==> src/rtl/alu_cc_pipe.sv <==
// One-stage pipelined ALU with the Y86 condition-code register and branch/cmov condition evaluation.
// Latency 1 cycle; a held, unconsumed result drops in_ready, so no bundle is accepted and CC is untouched.
module alu_cc_pipe #(
    parameter int W   = 64,
    parameter int SHW = $clog2(W)
) (
    input  logic         clk,
    input  logic         rst,
    input  logic         in_valid,
    output logic         in_ready,
    input  logic [2:0]   op,
    input  logic [W-1:0] a,
    input  logic [W-1:0] b,
    input  logic         set_cc,
    input  logic [3:0]   cond_fn,
    output logic         out_valid,
    input  logic         out_ready,
    output logic [W-1:0] result,
    output logic         res_zf,
    output logic         res_sf,
    output logic         res_of,
    output logic         cc_zf,
    output logic         cc_sf,
    output logic         cc_of,
    output logic         cond_true
);
    typedef struct packed {
        logic zf;
        logic sf;
        logic of;
    } flags_t;

    localparam flags_t FLAGS_RST = '{zf: 1'b1, sf: 1'b0, of: 1'b0};

    localparam logic [2:0] OP_ADD = 3'd0;
    localparam logic [2:0] OP_SUB = 3'd1;
    localparam logic [2:0] OP_AND = 3'd2;
    localparam logic [2:0] OP_XOR = 3'd3;
    localparam logic [2:0] OP_OR  = 3'd4;
    localparam logic [2:0] OP_SHL = 3'd5;
    localparam logic [2:0] OP_SHR = 3'd6;
    localparam logic [2:0] OP_SAR = 3'd7;

    logic           accept;
    logic [SHW-1:0] shamt;
    logic [W-1:0]   alu_r;
    flags_t         alu_f;
    logic           sign_ne;

    logic           out_valid_d, out_valid_q;
    logic [W-1:0]   result_d, result_q;
    flags_t         res_f_d, res_f_q;
    flags_t         cc_d, cc_q;

    always_comb begin
        shamt    = b[SHW-1:0];
        alu_r    = '0;
        alu_f.of = 1'b0;
        case (op)
            OP_ADD: begin
                alu_r    = a + b;
                alu_f.of = (a[W-1] == b[W-1]) && (alu_r[W-1] != a[W-1]);
            end
            OP_SUB: begin
                alu_r    = a - b;
                alu_f.of = (a[W-1] != b[W-1]) && (alu_r[W-1] != a[W-1]);
            end
            OP_AND:  alu_r = a & b;
            OP_XOR:  alu_r = a ^ b;
            OP_OR:   alu_r = a | b;
            OP_SHL:  alu_r = a << shamt;
            OP_SHR:  alu_r = a >> shamt;
            OP_SAR:  alu_r = $signed(a) >>> shamt;
            default: alu_r = '0;
        endcase
        alu_f.zf = (alu_r == '0);
        alu_f.sf = alu_r[W-1];
    end

    // Accept and drain may coincide: the new result overwrites the one leaving.
    always_comb begin
        in_ready    = !out_valid_q || out_ready;
        accept      = in_valid && in_ready;
        out_valid_d = out_valid_q;
        result_d    = result_q;
        res_f_d     = res_f_q;
        cc_d        = cc_q;
        if (accept) begin
            out_valid_d = 1'b1;
            result_d    = alu_r;
            res_f_d     = alu_f;
            if (set_cc) begin
                cc_d = alu_f;
            end
        end else if (out_ready) begin
            out_valid_d = 1'b0;
        end
    end

    always_ff @(posedge clk or posedge rst) begin
        if (rst) begin
            out_valid_q <= 1'b0;
            result_q    <= '0;
            res_f_q     <= FLAGS_RST;
            cc_q        <= FLAGS_RST;
        end else begin
            out_valid_q <= out_valid_d;
            result_q    <= result_d;
            res_f_q     <= res_f_d;
            cc_q        <= cc_d;
        end
    end

    // Conditions read the CC value held before the current accept edge.
    always_comb begin
        sign_ne = cc_q.sf ^ cc_q.of;
        case (cond_fn)
            4'd0:    cond_true = 1'b1;
            4'd1:    cond_true = sign_ne || cc_q.zf;
            4'd2:    cond_true = sign_ne;
            4'd3:    cond_true = cc_q.zf;
            4'd4:    cond_true = !cc_q.zf;
            4'd5:    cond_true = !sign_ne;
            4'd6:    cond_true = !sign_ne && !cc_q.zf;
            default: cond_true = 1'b0;
        endcase
    end

    assign out_valid = out_valid_q;
    assign result    = result_q;
    assign res_zf    = res_f_q.zf;
    assign res_sf    = res_f_q.sf;
    assign res_of    = res_f_q.of;
    assign cc_zf     = cc_q.zf;
    assign cc_sf     = cc_q.sf;
    assign cc_of     = cc_q.of;

endmodule

==> config.mk <==
export PLATFORM = sky130hd
export DESIGN_NAME = alu_cc_pipe
export DESIGN_NICKNAME = d
export VERILOG_FILES = /design/src/rtl/alu_cc_pipe.sv
export SDC_FILE = /design/constraint.sdc
export NUM_CORES = 1
export LEC_CHECK = 0
export BUFFER_PORTS_ARGS = -buffer_cell sky130_fd_sc_hd__buf_2
export CORE_ASPECT_RATIO = 1.75
export CORE_UTILIZATION = 25
export DETAILED_ROUTE_END_ITERATION = 8
export PLACE_DENSITY_LB_ADDON = 0.12
export SLEW_MARGIN = 40
export SYNTH_ARGS = -nofsm -noshare
export SYNTH_HDL_FRONTEND = slang
export SYNTH_SLANG_ARGS = --single-unit
export TNS_END_PERCENT = 100
==> constraint.sdc <==
create_clock -name clk -period 2.2 [get_ports clk]
set_input_delay 0.33 -clock clk [delete_from_list [all_inputs] [get_ports clk]]
set_output_delay 0.33 -clock clk [all_outputs]
set_load 0.1 [all_outputs]
==> results.py <==
metrics = {
    "logic_synthesis": {
        "synth.distinct_cells": 106,
        "synth_top_area_share_pct": 8.93,
        "ys_ff_latch": 70,
        "synthTopCellsByArea": "ha_1, mux4_2, mux2i_1",
        "synthCells": 3774,
        "syn_area_per_cell_um2": 7.13,
        "synth_area_um2": 26900,
        "synth_top_cell_by_area": "ha_1",
        "synth-edff-count": 0,
        "ys_async_sr_fraction_pct": 100,
        "synth_nets": 4108,
        "seq_area_frac_synth_pct": 6.52,
        "synth_common_cells": "nand2_1, nor2_1, a21oi_1",
        "ys.flop_type": "dfrtp_1",
        "synth.most_common_cell": "nand2_1",
        "synth_warnings": 0,
    },
    "layout": {
        "final_core_util_pct": 48.4,
        "finalNetCount": 6169,
        "area_growth_pct": 91.3,
        "final_cell_count_no_fill": 7205,
        "drive_gt1_share_pct": 55.5,
        "final_area_um2": 51500,
    },
    "detailed_routing": {
        "dr.first_iter.drc_count": 3909,
        "vias_per_cell": 5.94,
        "routed_wirelength_mm": 263,
        "vias": 42800,
        "first_pass_iters": 7,
        "drc": 0,
        "ant_nets": 0,
        "wire_per_inst_um": 36.5,
    },
    "timing": {
        "finClkSkew_ps": 13.1,
        "fmax_mhz": 245,
        "tightest_slew_ps": 851,
        "setup_viol": 69,
        "period_minus_slack_ps": 4080,
        "timing.setup.tns_ps": -63250,
        "period_share_pct": 185,
        "rsz0062_at_grt": "true",
        "worst_slack_ps": -1880,
        "max_slew_margin_pct": 43.2,
        "hold_violations": 0,
        "slew_viol_final": 0,
    },
    "critical_path": {
        "rr_endpoint": "result[4]",
        "cp-end-kind": "flip-flop",
        "r2r_slack_ps": 670,
        "slowest_stage": "nand4_1",
        "path_buf_inv": 10,
        "cp_max_fo": 5,
        "path_cells": "buf_16 -> buf_6 -> clkinvlp_4 -> buf_6 -> buf_4 -> buf_12 -> a32o_1 -> buf_4 -> o211ai_1 -> buf_4 -> a31o_1 -> nand4_1 -> a311oi_2 -> a22oi_2 -> a2111oi_4 -> buf_4 -> nand4_1 -> nor4_2 -> buf_4 -> nand4_1 -> nand2_1",
        "r2r-start": "out_valid",
        "cp_data_arrival_time_ps": 4400,
        "crit_family": "compound AO/OA/AOI/OAI gates",
        "reg2reg_depth": 5,
        "cp.required_ps": 2520,
        "path_class": "input port to flip-flop",
        "cpMostUsedCell": "buf_4",
        "startpoint_type": "input port",
        "cpPeakStageDelay_ps": 360,
    },
    "pwr": {
        "cellLeakagePower_uw": 0.0233,
        "power_density_nw_per_um2": 417,
        "irDropWorstVdd_mv": 0.328,
    },
    "clock_tree": {
        "clock-root-buffer": "clkbuf_16",
        "htreeDepth": 3,
        "cts_buffers": 9,
        "path_clk_slew_ps": 60,
        "cts_tree": "done",
        "clk_latency_ps": 390,
        "clockBufferDepth": 2,
        "cts.sinks": 70,
    },
    "global_route": {
        "grt_usage_pct": 46.8,
        "antenna_found_initial": 19,
        "grt_pass1_vias": 43000,
        "grt_pass1_wl_mm": 351,
        "grt_max_degree": 42,
        "grt-ovfl-total": 0,
    },
    "die": {
        "die_x_um": 250,
        "die_height_um": 436,
        "core-area_um2": 106000,
        "ios": 213,
        "fp-row-count": 158,
        "die_area_um2": 109000,
        "initial_core_util_pct": 25.3,
    },
    "hold_path": {
        "hold_path.class": "input port to async pin",
    },
    "placement": {
        "port_buffers": 212,
        "gp_congestion": 1.08,
        "dpl_cell_area_um2": 44800,
        "dp.cells": 7015,
        "place_hpwl_mm": 221,
    },
    "status": {
        "violations": "negative setup slack",
        "status": "finished, violations left",
    },
    "run": {
        "maxCapViolCount": 0,
    },
}
==> where the power goes <==
group          switching, uW  internal, uW
Sequential               130          1540
Combinational          11000          7340
Clock                    671           770
==> worst max-delay path by stage <==
stage / slack (ps) / end / cells past startpoint / startpoint
3_5_place_dp: -2740 / cc_zf / 20 / b[2]
6_report: -1880 / res_zf / 21 / b[1]
5_1_grt: -1840 / res_zf / 18 / b[1]
2_1_floorplan: -1600 / cc_zf / 18 / b[1]
3_3_place_gp: -2800 / cc_zf / 19 / b[35]
4_1_cts: -1670 / res_zf / 17 / b[1]
==> cells in the final DEF (no fill, tap or decap), drive strengths merged, types with 39 or more instances in the layout <==
cell,n
inv,190
o31ai,58
a21oi,259
nand2,405
a31oi,39
nor2,354
nor3,101
mux2i,203
nor2b,43
o211ai,86
nor4,78
buf,2375
o22ai,93
ha,192
o21ai,227
nand3,81
o221ai,44
nand4,66
a211oi,57
dfrtp,68
mux2,84
mux4,103
==> through the flow <==
stage	hold WS, ps	total power [uW]	setup slack [ps]
6_report	6.52	21500	-1880
3_5_place_dp	417	17400	-2740
2_1_floorplan	438	8810	-1600
5_1_grt	54.8	21900	-1840
4_1_cts	15.1	20200	-1670
3_3_place_gp	417	17400	-2800
==> state kept, by name (all words and copies together), names as in the netlist <==
signal / cells
cc_of: 1
cc_sf: 1
res_of: 1
out_valid: 1
res_zf: 1
result: 64
cc_zf: 1
==> cells by family (layout without fill, tap and decap cells) <==
family | after synthesis | in the layout | share of synthesized area [%]
adder cells (fa/ha/maj) | 194 | 194 | 9.07
AO/OA/AOI/OAI | 1238 | 1238 | 31.5
flip-flops | 70 | 70 | 6.52
other | 0 | 5 | 0
multiplexers | 390 | 390 | 19.7
XOR/XNOR | 31 | 31 | 1.01
buffers and inverters | 528 | 2594 | 8.48
AND/OR/NAND/NOR | 1323 | 1323 | 23.7
==> routing by layer <==
| metal | up-vias | track usage (%) | routed length, um |
|---|---|---|---|
| met4 | 12 | 49.5 | 35000 |
| met1 | 20900 | 47.7 | 89200 |
| met3 | 1041 | 9.24 | 18500 |
| li1 | 18500 | - | - |
| met5 | - | 0 | 73 |
| met2 | 2304 | 77.4 | 120000 |
==> area by class of cell <==
class / instances / area [um2]
repair buffers: 2380 / 19600
clock inverters: 6 / 46.3
clock buffers: 10 / 229
flip-flops and latches: 70 / 1760
multi-input cells: 3176 / 27300
diodes: 5 / 12.5
well taps: 1360 / 1700
inverters: 198 / 806
fillers: 10800 / 54900
==> what timing repair did <==
action,4_1_cts,5_1_grt
pin swaps,165,209
setup endpoints to repair,70,70
resized for setup,683,381
buffers inserted,121,91
cloned,5,0
hold buffers,0,0
Power figures use the tool's default switching activity.
